`src/rtl/knockout_pkg.sv`:
```
// Shared definitions for the knockout bracket engine: FSM encoding,
// referee select encoding and the width helper used for derived parameters.
package knockout_pkg;

  typedef enum logic [1:0] {
    ST_IDLE = 2'd0,
    ST_PLAY = 2'd1,
    ST_DONE = 2'd2
  } state_e;

  localparam logic SEL_A = 1'b0;
  localparam logic SEL_B = 1'b1;

  // Smallest n with 2**n >= value; 0 for value <= 1.
  function automatic int clog2(input int value);
    int result;
    result = 0;
    for (int i = 0; i < 31; i++) begin
      if ((1 << i) < value) begin
        result = i + 1;
      end
    end
    return result;
  endfunction

endpackage

```
`src/rtl/bracket_store.sv`:
```
// Entrant/winner storage: parallel load of the whole field, two read ports
// for the current match pair and one write port for in-place compaction.
module bracket_store
  import knockout_pkg::*;
#(
  parameter int NUM_TEAMS = 8,
  parameter int ID_W      = 3,
  parameter int IDX_W     = 2
) (
  input  logic                      clk,
  input  logic                      load,
  input  logic [NUM_TEAMS*ID_W-1:0] load_data,
  input  logic [IDX_W-1:0]          rd_idx,
  output logic [ID_W-1:0]           rd_a,
  output logic [ID_W-1:0]           rd_b,
  input  logic                      wr_en,
  input  logic [IDX_W-1:0]          wr_idx,
  input  logic [ID_W-1:0]           wr_data
);

  localparam int SLOT_W = clog2(NUM_TEAMS);

  logic [ID_W-1:0]   store_q [NUM_TEAMS];
  logic [ID_W-1:0]   store_d [NUM_TEAMS];
  logic [SLOT_W-1:0] slot_a;
  logic [SLOT_W-1:0] slot_b;
  logic [SLOT_W-1:0] wr_slot;

  // Match idx reads the even/odd pair 2*idx, 2*idx+1.
  assign slot_a  = SLOT_W'({rd_idx, 1'b0});
  assign slot_b  = SLOT_W'({rd_idx, 1'b1});
  assign wr_slot = SLOT_W'(wr_idx);

  assign rd_a = store_q[slot_a];
  assign rd_b = store_q[slot_b];

  always_comb begin
    store_d = store_q;
    if (load) begin
      for (int k = 0; k < NUM_TEAMS; k++) begin
        store_d[k] = load_data[k*ID_W +: ID_W];
      end
    end else if (wr_en) begin
      store_d[wr_slot] = wr_data;
    end
  end

  always_ff @(posedge clk) begin
    store_q <= store_d;
  end

endmodule

```
`src/rtl/knockout_bracket_seq.sv`:
```
// Sequential knockout tournament: serves one match at a time to an external
// referee, compacts winners in place and reports the champion.
module knockout_bracket_seq
  import knockout_pkg::*;
#(
  parameter  int NUM_TEAMS = 8,
  parameter  int ID_W      = 3,
  localparam int RND_W     = clog2(NUM_TEAMS),
  localparam int IDX_W     = (clog2(NUM_TEAMS) > 2) ? clog2(NUM_TEAMS) - 1 : 1
) (
  input  logic                      clk,
  input  logic                      rst,
  input  logic                      start,
  input  logic [NUM_TEAMS*ID_W-1:0] teams_in,
  input  logic                      abort,
  output logic                      match_valid,
  output logic [ID_W-1:0]           match_a,
  output logic [ID_W-1:0]           match_b,
  output logic [RND_W-1:0]          match_round,
  output logic [IDX_W-1:0]          match_idx,
  input  logic                      result_valid,
  input  logic                      result_sel,
  output logic                      busy,
  output logic [ID_W-1:0]           champion,
  output logic                      champion_valid
);

  state_e             state_q, state_d;
  logic [RND_W-1:0]   round_q, round_d;
  logic [IDX_W-1:0]   idx_q, idx_d;
  logic [ID_W-1:0]    champion_q, champion_d;
  logic               champion_valid_q, champion_valid_d;

  logic               load;
  logic               wr_en;
  logic [ID_W-1:0]    rd_a;
  logic [ID_W-1:0]    rd_b;
  logic [ID_W-1:0]    winner;
  logic [IDX_W-1:0]   last_idx;
  logic               playing;
  logic               accept;
  logic               final_match;

  bracket_store #(
    .NUM_TEAMS (NUM_TEAMS),
    .ID_W      (ID_W),
    .IDX_W     (IDX_W)
  ) u_store (
    .clk       (clk),
    .load      (load),
    .load_data (teams_in),
    .rd_idx    (idx_q),
    .rd_a      (rd_a),
    .rd_b      (rd_b),
    .wr_en     (wr_en),
    .wr_idx    (idx_q),
    .wr_data   (winner)
  );

  assign playing     = (state_q == ST_PLAY);
  assign accept      = playing && result_valid;
  assign winner      = (result_sel == SEL_B) ? rd_b : rd_a;
  assign final_match = (round_q == RND_W'(RND_W - 1));

  // Round r holds NUM_TEAMS >> (r+1) matches.
  assign last_idx = IDX_W'((NUM_TEAMS >> (int'(round_q) + 1)) - 1);

  always_comb begin
    state_d          = state_q;
    round_d          = round_q;
    idx_d            = idx_q;
    champion_d       = champion_q;
    champion_valid_d = champion_valid_q;
    load             = 1'b0;
    wr_en            = 1'b0;

    case (state_q)
      ST_IDLE, ST_DONE: begin
        if (abort) begin
          champion_valid_d = 1'b0;
          state_d          = ST_IDLE;
        end else if (start) begin
          load             = 1'b1;
          round_d          = '0;
          idx_d            = '0;
          champion_valid_d = 1'b0;
          state_d          = ST_PLAY;
        end
      end

      ST_PLAY: begin
        if (abort) begin
          round_d          = '0;
          idx_d            = '0;
          champion_valid_d = 1'b0;
          state_d          = ST_IDLE;
        end else if (accept) begin
          wr_en = 1'b1;
          if (final_match) begin
            round_d          = '0;
            idx_d            = '0;
            champion_d       = winner;
            champion_valid_d = 1'b1;
            state_d          = ST_DONE;
          end else if (idx_q == last_idx) begin
            idx_d   = '0;
            round_d = round_q + 1'b1;
          end else begin
            idx_d = idx_q + 1'b1;
          end
        end
      end

      default: begin
        state_d = ST_IDLE;
      end
    endcase
  end

  always_ff @(posedge clk) begin
    if (rst) begin
      state_q          <= ST_IDLE;
      round_q          <= '0;
      idx_q            <= '0;
      champion_q       <= '0;
      champion_valid_q <= 1'b0;
    end else begin
      state_q          <= state_d;
      round_q          <= round_d;
      idx_q            <= idx_d;
      champion_q       <= champion_d;
      champion_valid_q <= champion_valid_d;
    end
  end

  // Store contents are undefined after reset, so the match ports are gated.
  assign match_valid    = playing;
  assign busy           = playing;
  assign match_a        = playing ? rd_a : '0;
  assign match_b        = playing ? rd_b : '0;
  assign match_round    = round_q;
  assign match_idx      = idx_q;
  assign champion       = champion_q;
  assign champion_valid = champion_valid_q;

endmodule

```
`config.mk`:
```
export PLATFORM = sky130hd
export DESIGN_NAME = knockout_bracket_seq
export DESIGN_NICKNAME = d
export VERILOG_FILES = /design/src/rtl/knockout_pkg.sv /design/src/rtl/bracket_store.sv /design/src/rtl/knockout_bracket_seq.sv
export SDC_FILE = /design/constraint.sdc
export NUM_CORES = 1
export LEC_CHECK = 0
export ABC_CLOCK_PERIOD_IN_PS = 5000
export CAP_MARGIN = 20
export CORE_UTILIZATION = 40
export CTS_CLUSTER_DIAMETER = 80
export DETAILED_ROUTE_END_ITERATION = 7
export PLACE_DENSITY_LB_ADDON = 0.1
export SETUP_SLACK_MARGIN = 0.5
export SYNTH_ARGS = -nofsm -noshare
export SYNTH_HDL_FRONTEND = slang
export SYNTH_SLANG_ARGS = --single-unit
```
`constraint.sdc`:
```
create_clock -name clk -period 5 [get_ports clk]
set_clock_uncertainty 0.1 [all_clocks]
set_input_delay 1 -clock clk [delete_from_list [all_inputs] [get_ports clk]]
set_output_delay 1 -clock clk [all_outputs]
set_load 0.005 [all_outputs]
```
# Word level (Yosys, flattened, before mapping)
# Cells that the tools add are included.
dict set report totals {
  ram_bits 0
  memories 0
  inputBits 30
  out_inout_bits 17
  wordCells 93
  latchBits 0
  ff_bits 35
  romBits 0
}
dict set report classes {
  div 0
  magnitude_cmp 4
  muxes 46
  n_mul 0
  n_reduce_logical 11
  n_addsub 4
  n_eq_ne 10
  bitwise 4
  n_shift 1
}
# cell count
set ops {}
lappend ops {{2-to-1 mux 24 bit} 2}
lappend ops {{2-to-1 mux 3 bit} 14}
lappend ops {{bitwise mux 24 bit} 1}
lappend ops {{2-to-1 mux 2 bit} 11}
lappend ops {{binary-select mux 3 bit (select 3 bit)} 2}
lappend ops {{>= comparator 4 bit (second input constant)} 3}
lappend ops {{AND reduction 4 bit} 3}
lappend ops {{2-to-1 mux 1 bit} 11}
lappend ops {{demux 3 bit (select 3 bit)} 1}
lappend ops {{NOT 3 -> 4 bit} 2}
lappend ops {{case mux 2 bit (2 select lines)} 2}
lappend ops {{inequality test 3 x 2 -> 1 bit (second input constant)} 2}
lappend ops {{case mux 3 bit (2 select lines)} 1}
lappend ops {{AND reduction 5 bit} 1}
lappend ops {{adder 3 x 1 -> 4 bit (second input constant)} 1}
lappend ops {{less-than comparator 4 x 1 -> 1 bit (second input constant)} 1}
lappend ops {{inequality test 2 bit (second input constant)} 2}
lappend ops {{inequality test 4 x 2 -> 1 bit (second input constant)} 1}
lappend ops {{NOT 2 -> 4 bit} 1}
lappend ops {{nonzero test 2 bit} 2}
lappend ops {{>> shifter 4 x 4 -> 2 bit (first input constant)} 1}
lappend ops {{adder 3 x 1 -> 3 bit (second input constant)} 1}
lappend ops {{equality test 3 x 2 -> 1 bit (second input constant)} 1}
lappend ops {{inequality test 3 bit (second input constant)} 1}
lappend ops {{other kinds (11)} 12}

# Depth between registers and ports, before layout
dict set report logic_depth {
  word_depth 9
  mapped_depth 8
  mapped_depth_nobuf 7
}

# By module
# From an unflattened synthesis, not the netlist that was laid out.
dict set report hier_totals {
  cells_unflattened 173
  hier_area_um2 1880.6
}
# module cells_each seq_area_each_um2 area_each_um2 instances
set by_module_without_submodules {}
lappend by_module_without_submodules {bracket_store 85 720.7 1163.6 1}
lappend by_module_without_submodules {knockout_bracket_seq 88 220.2 716.9 1}

# Worst setup path before layout
# No wires, ideal clock.
dict set report synth_path {
  path_type {input to register}
  from {input abort}
  to {register u_store.store_q[0] in the netlist's numbering (enable)}
  path_slack_ns 2.528
  setup_ns 0.381
  t_required_ns 4.519
  arrival_time_ns 1.991
  cell_stages 4
  path_buffers 1
  path_cell_list {nor2_1 > nand2_1 > clkinv_1 > buf_1}
}
dict set report synth_between {
  elab_chain_cells 3
  elab_cells_between_ends 5
  cone_classes {mux: 4; reduce/logical: 1}
}
# element line_no
set synth_lines {}
lappend synth_lines {{start, declared} knockout_bracket_seq.sv:15} ;# input logic abort,
lappend synth_lines {{2-to-1 mux 1 bit (on tied branches)} {knockout_bracket_seq.sv:79, knockout_bracket_seq.sv:92}}
lappend synth_lines {{2-to-1 mux 1 bit} knockout_bracket_seq.sv:77} ;# case (state_q)
lappend synth_lines {{nonzero test 2 bit (no source line) *} n/a}
lappend synth_lines {{end signal, assigned} bracket_store.sv:49} ;# store_q <= store_d;
lappend synth_lines {{end, declared} bracket_store.sv:23} ;# logic [ID_W-1:0] store_q [NUM_TEAMS];
# Mark *: on every way between the ends. The rest lies on a longest branch, timed or not.
# A chain may end at the register's enable or synchronous reset.

# Worst setup path after layout
dict set report layout_path {
  from {register idx_q[0] (netlist: match_idx[0])}
  to {output match_a[0]}
}
dict set report layout_between {
  elab_chain_cells 5
}
# element line_no
set layout_lines {}
lappend layout_lines {{start, declared} knockout_bracket_seq.sv:30} ;# logic [IDX_W-1:0] idx_q, idx_d;
lappend layout_lines {{start signal, assigned} knockout_bracket_seq.sv:130} ;# idx_q <= idx_d;
lappend layout_lines {{NOT 3 -> 4 bit (implied by the code)} bracket_store.sv:34} ;# assign rd_a = store_q[slot_a];
lappend layout_lines {{binary-select mux 3 bit (select 3 bit)} bracket_store.sv:34}
lappend layout_lines {{2-to-1 mux 3 bit (implied by the code) (2 in a row)} bracket_store.sv:34}
lappend layout_lines {{2-to-1 mux 3 bit} knockout_bracket_seq.sv:139} ;# assign match_a = playing ? rd_a : '0;
lappend layout_lines {{end, declared} knockout_bracket_seq.sv:17} ;# output logic [ID_W-1:0] match_a,
# Every way passes these cells. The select of a mux whose other input is x is not followed.

==> flow_summary.json <==
{
  "worstMarginPinSlew_ps": 640,
  "grt_pass1_wl_um": 6750,
  "synth_edf_count": 24,
  "die_h_um": 70.5,
  "globalRoute.totalOverflow": 0,
  "num_rows": 24,
  "synthFlopType": "edfxtp_1",
  "first_iter_violations": 122,
  "violations": "design-rule violations",
  "io_pins": 47,
  "die_w_um": 70.5,
  "final.setup.tns_ps": 0,
  "status": "complete, but fails checks",
  "fmax_mhz": 298,
  "wire_per_inst_um": 14.9,
  "dpl.hpwl_um": 3060,
  "ys_seq_area_frac": 0.502,
  "p_leak_uw": 0.000864,
  "synthCells": 174,
  "dr.pass1.iters": 6,
  "die_area_um2": 4970,
  "port_buffers": 46,
  "powerDensity_nw_per_um2": 278,
  "cts_buffer_depth": 2,
  "ys_warn_count": 0,
  "coreArea_um2": 4440,
  "cts_setup_buffers": 0,
  "rsz0062_at_grt": "no",
  "nets": 254,
  "drive_gt1_frac": 0.105,
  "ctsHtreeMaxLevel": 2,
  "finalSetupViolCount": 0,
  "grt_usage": 0.180,
  "cts_tree": "done",
  "ir_drop_uv": 151,
  "synth_top_cell_area_share": 0.384,
  "grt_max_degree": 25,
  "crit_path_top_delay_cell": "dfxtp_1",
  "gp_congestion": 0.827,
  "insertion_delay_ps": 280,
  "clock-root-buffer": "clkbuf_8",
  "slew_headroom": 0.573,
  "cap_violations": 0,
  "cts-resized-gates": 0,
  "clkTransAtPathRegs_ps": 70,
  "drc": 7,
  "crit_chain": "mux4_2, and2_1, clkdlybuf4s50_1",
  "synth.distinct_cells": 39,
  "fin_crit_ps": 3360,
  "cts_buffers": 5,
  "ys_seq_elements": 35,
  "routed_wl_um": 4070,
  "ant_nets": 0,
  "vias": 1447,
  "n_fill_cell": 395,
  "clock-sinks": 35,
  "path_class": "reg2out",
  "initial_core_util": 0.422,
  "netlist_area_um2": 1880,
  "max_stage_delay_ps": 710,
  "synth_common_cells": "30 x nand2_1, 24 x edfxtp_1, 19 x and2_1",
  "critPathCaptureType": "primary output",
  "synth_nets": 209,
  "yosysMostFrequentCell": "nand2_1",
  "syn_avg_cell_area_um2": 10.8,
  "fin_util": 0.562,
  "synth_area_leaders": "edfxtp_1 38%, dfxtp_1 12%, mux4_2 7.2%",
  "antennaDiodeCount": 0,
  "antenna_found_initial": 0,
  "worst_ep_arrival_time_ps": 2260,
  "synth_top_cell_by_area": "edfxtp_1",
  "multi_input_area_um2": 877,
  "seq_area_um2": 941,
  "hold_class": "reg2reg",
  "slew_violations": 0,
  "startpoint_type": "flip-flop",
  "finalHoldViolations": 0,
  "via_per_inst": 5.32,
  "grt_pass1_vias": 1400,
  "path_max_fanout": 10,
  "area_delta_synth_final_pct": 33.2,
  "synthArstFlopShare": 0,
  "ctsHoldBuffers": 0,
  "finalCritPeriodShare": 0.671,
  "crit_required_ps": 3900
}
-- critical path, delay by kind of cell, from the launching register on --
family	cells	cell delay, ps
multiplexers	1	630
AND/OR/NAND/NOR	1	190
flip-flops	1	710
buffers and inverters	1	440
-- flip-flops by register name, indices dropped and copies added, names as in the netlist --
signal and count:
match_round 3, champion_valid 1, u_store.store_q 24, match_idx 2, state_q 2, champion 3
-- layout by cell type (no fill, tap or decap), types with 3 or more instances in the layout --
cell type         n
a211oi_1          5
a21oi_1           5
and2_1           19
clkbuf_8          5
clkdlybuf4s50_1  46
dfxtp_1          11
edfxtp_1         24
ha_1              5
inv_1             3
mux2i_1           4
mux4_2            6
nand2_1          30
nand2b_1          4
nor2_1            7
o21ai_0          14
o21bai_1          3
-- layout make-up --
type,instances,area share
Multi-Input combinational cell,126,0.351
Timing Repair Buffer,47,0.187
Inverter,4,0.00601
Sequential cell,35,0.377
Tap cell,52,0.0260
Clock inverter,2,0.0240
Clock buffer,6,0.0290
-- path summary, 6_finish.rpt --
kind | start | to | slack [ps] | cells after the start
max | match_idx[0] | match_a[0] | 1640 | 3
max reg2reg | match_round[1] | match_round[1] | 2440 | 6
min | champion_valid | champion_valid | 390 | 2
min reg2reg | champion_valid | champion_valid | 390 | 2
-- layer usage --
| layer | vias to the layer above | wire length, um | track usage |
|---|---|---|---|
| met1 | 686 | 1850 | 0.230 |
| met5 | - | 0 | 0 |
| li1 | 715 | - | - |
| met2 | 40 | 1950 | 0.300 |
| met3 | 6 | 229 | 0.0505 |
| met4 | 0 | 33 | 0.0476 |
-- through the flow --
step	cell area, um^2	cells	worst slack, ps	hold slack [ps]	total power (uW)
2_1_floorplan	1880	174	2530	370	362
3_3_place_gp	2370	264	1700	377	400
3_5_place_dp	2370	264	1590	379	402
4_1_cts	2500	272	1610	392	700
5_1_grt	2500	272	1540	424	721
6_report	2500	272	1640	389	694
-- report_power, final --
part           internal (uW)  total (uW)  switching, uW
logic                   39.5        72.6           33.1
clock network            199         298           99.0
registers                320         323           3.16
-- cells by family (layout without fill, tap and decap cells) --
kind of cell / after synthesis / in the layout / synth area share
adder cells (fa/ha/maj): 5 / 5 / 0.0334
AO/OA/AOI/OAI: 35 / 35 / 0.119
XOR/XNOR: 1 / 1 / 0.00467
buffers and inverters: 13 / 59 / 0.0307
multiplexers: 11 / 11 / 0.0994
AND/OR/NAND/NOR: 74 / 74 / 0.211
flip-flops: 35 / 35 / 0.502
No activity file was read; power rests on OpenSTA's default activity.
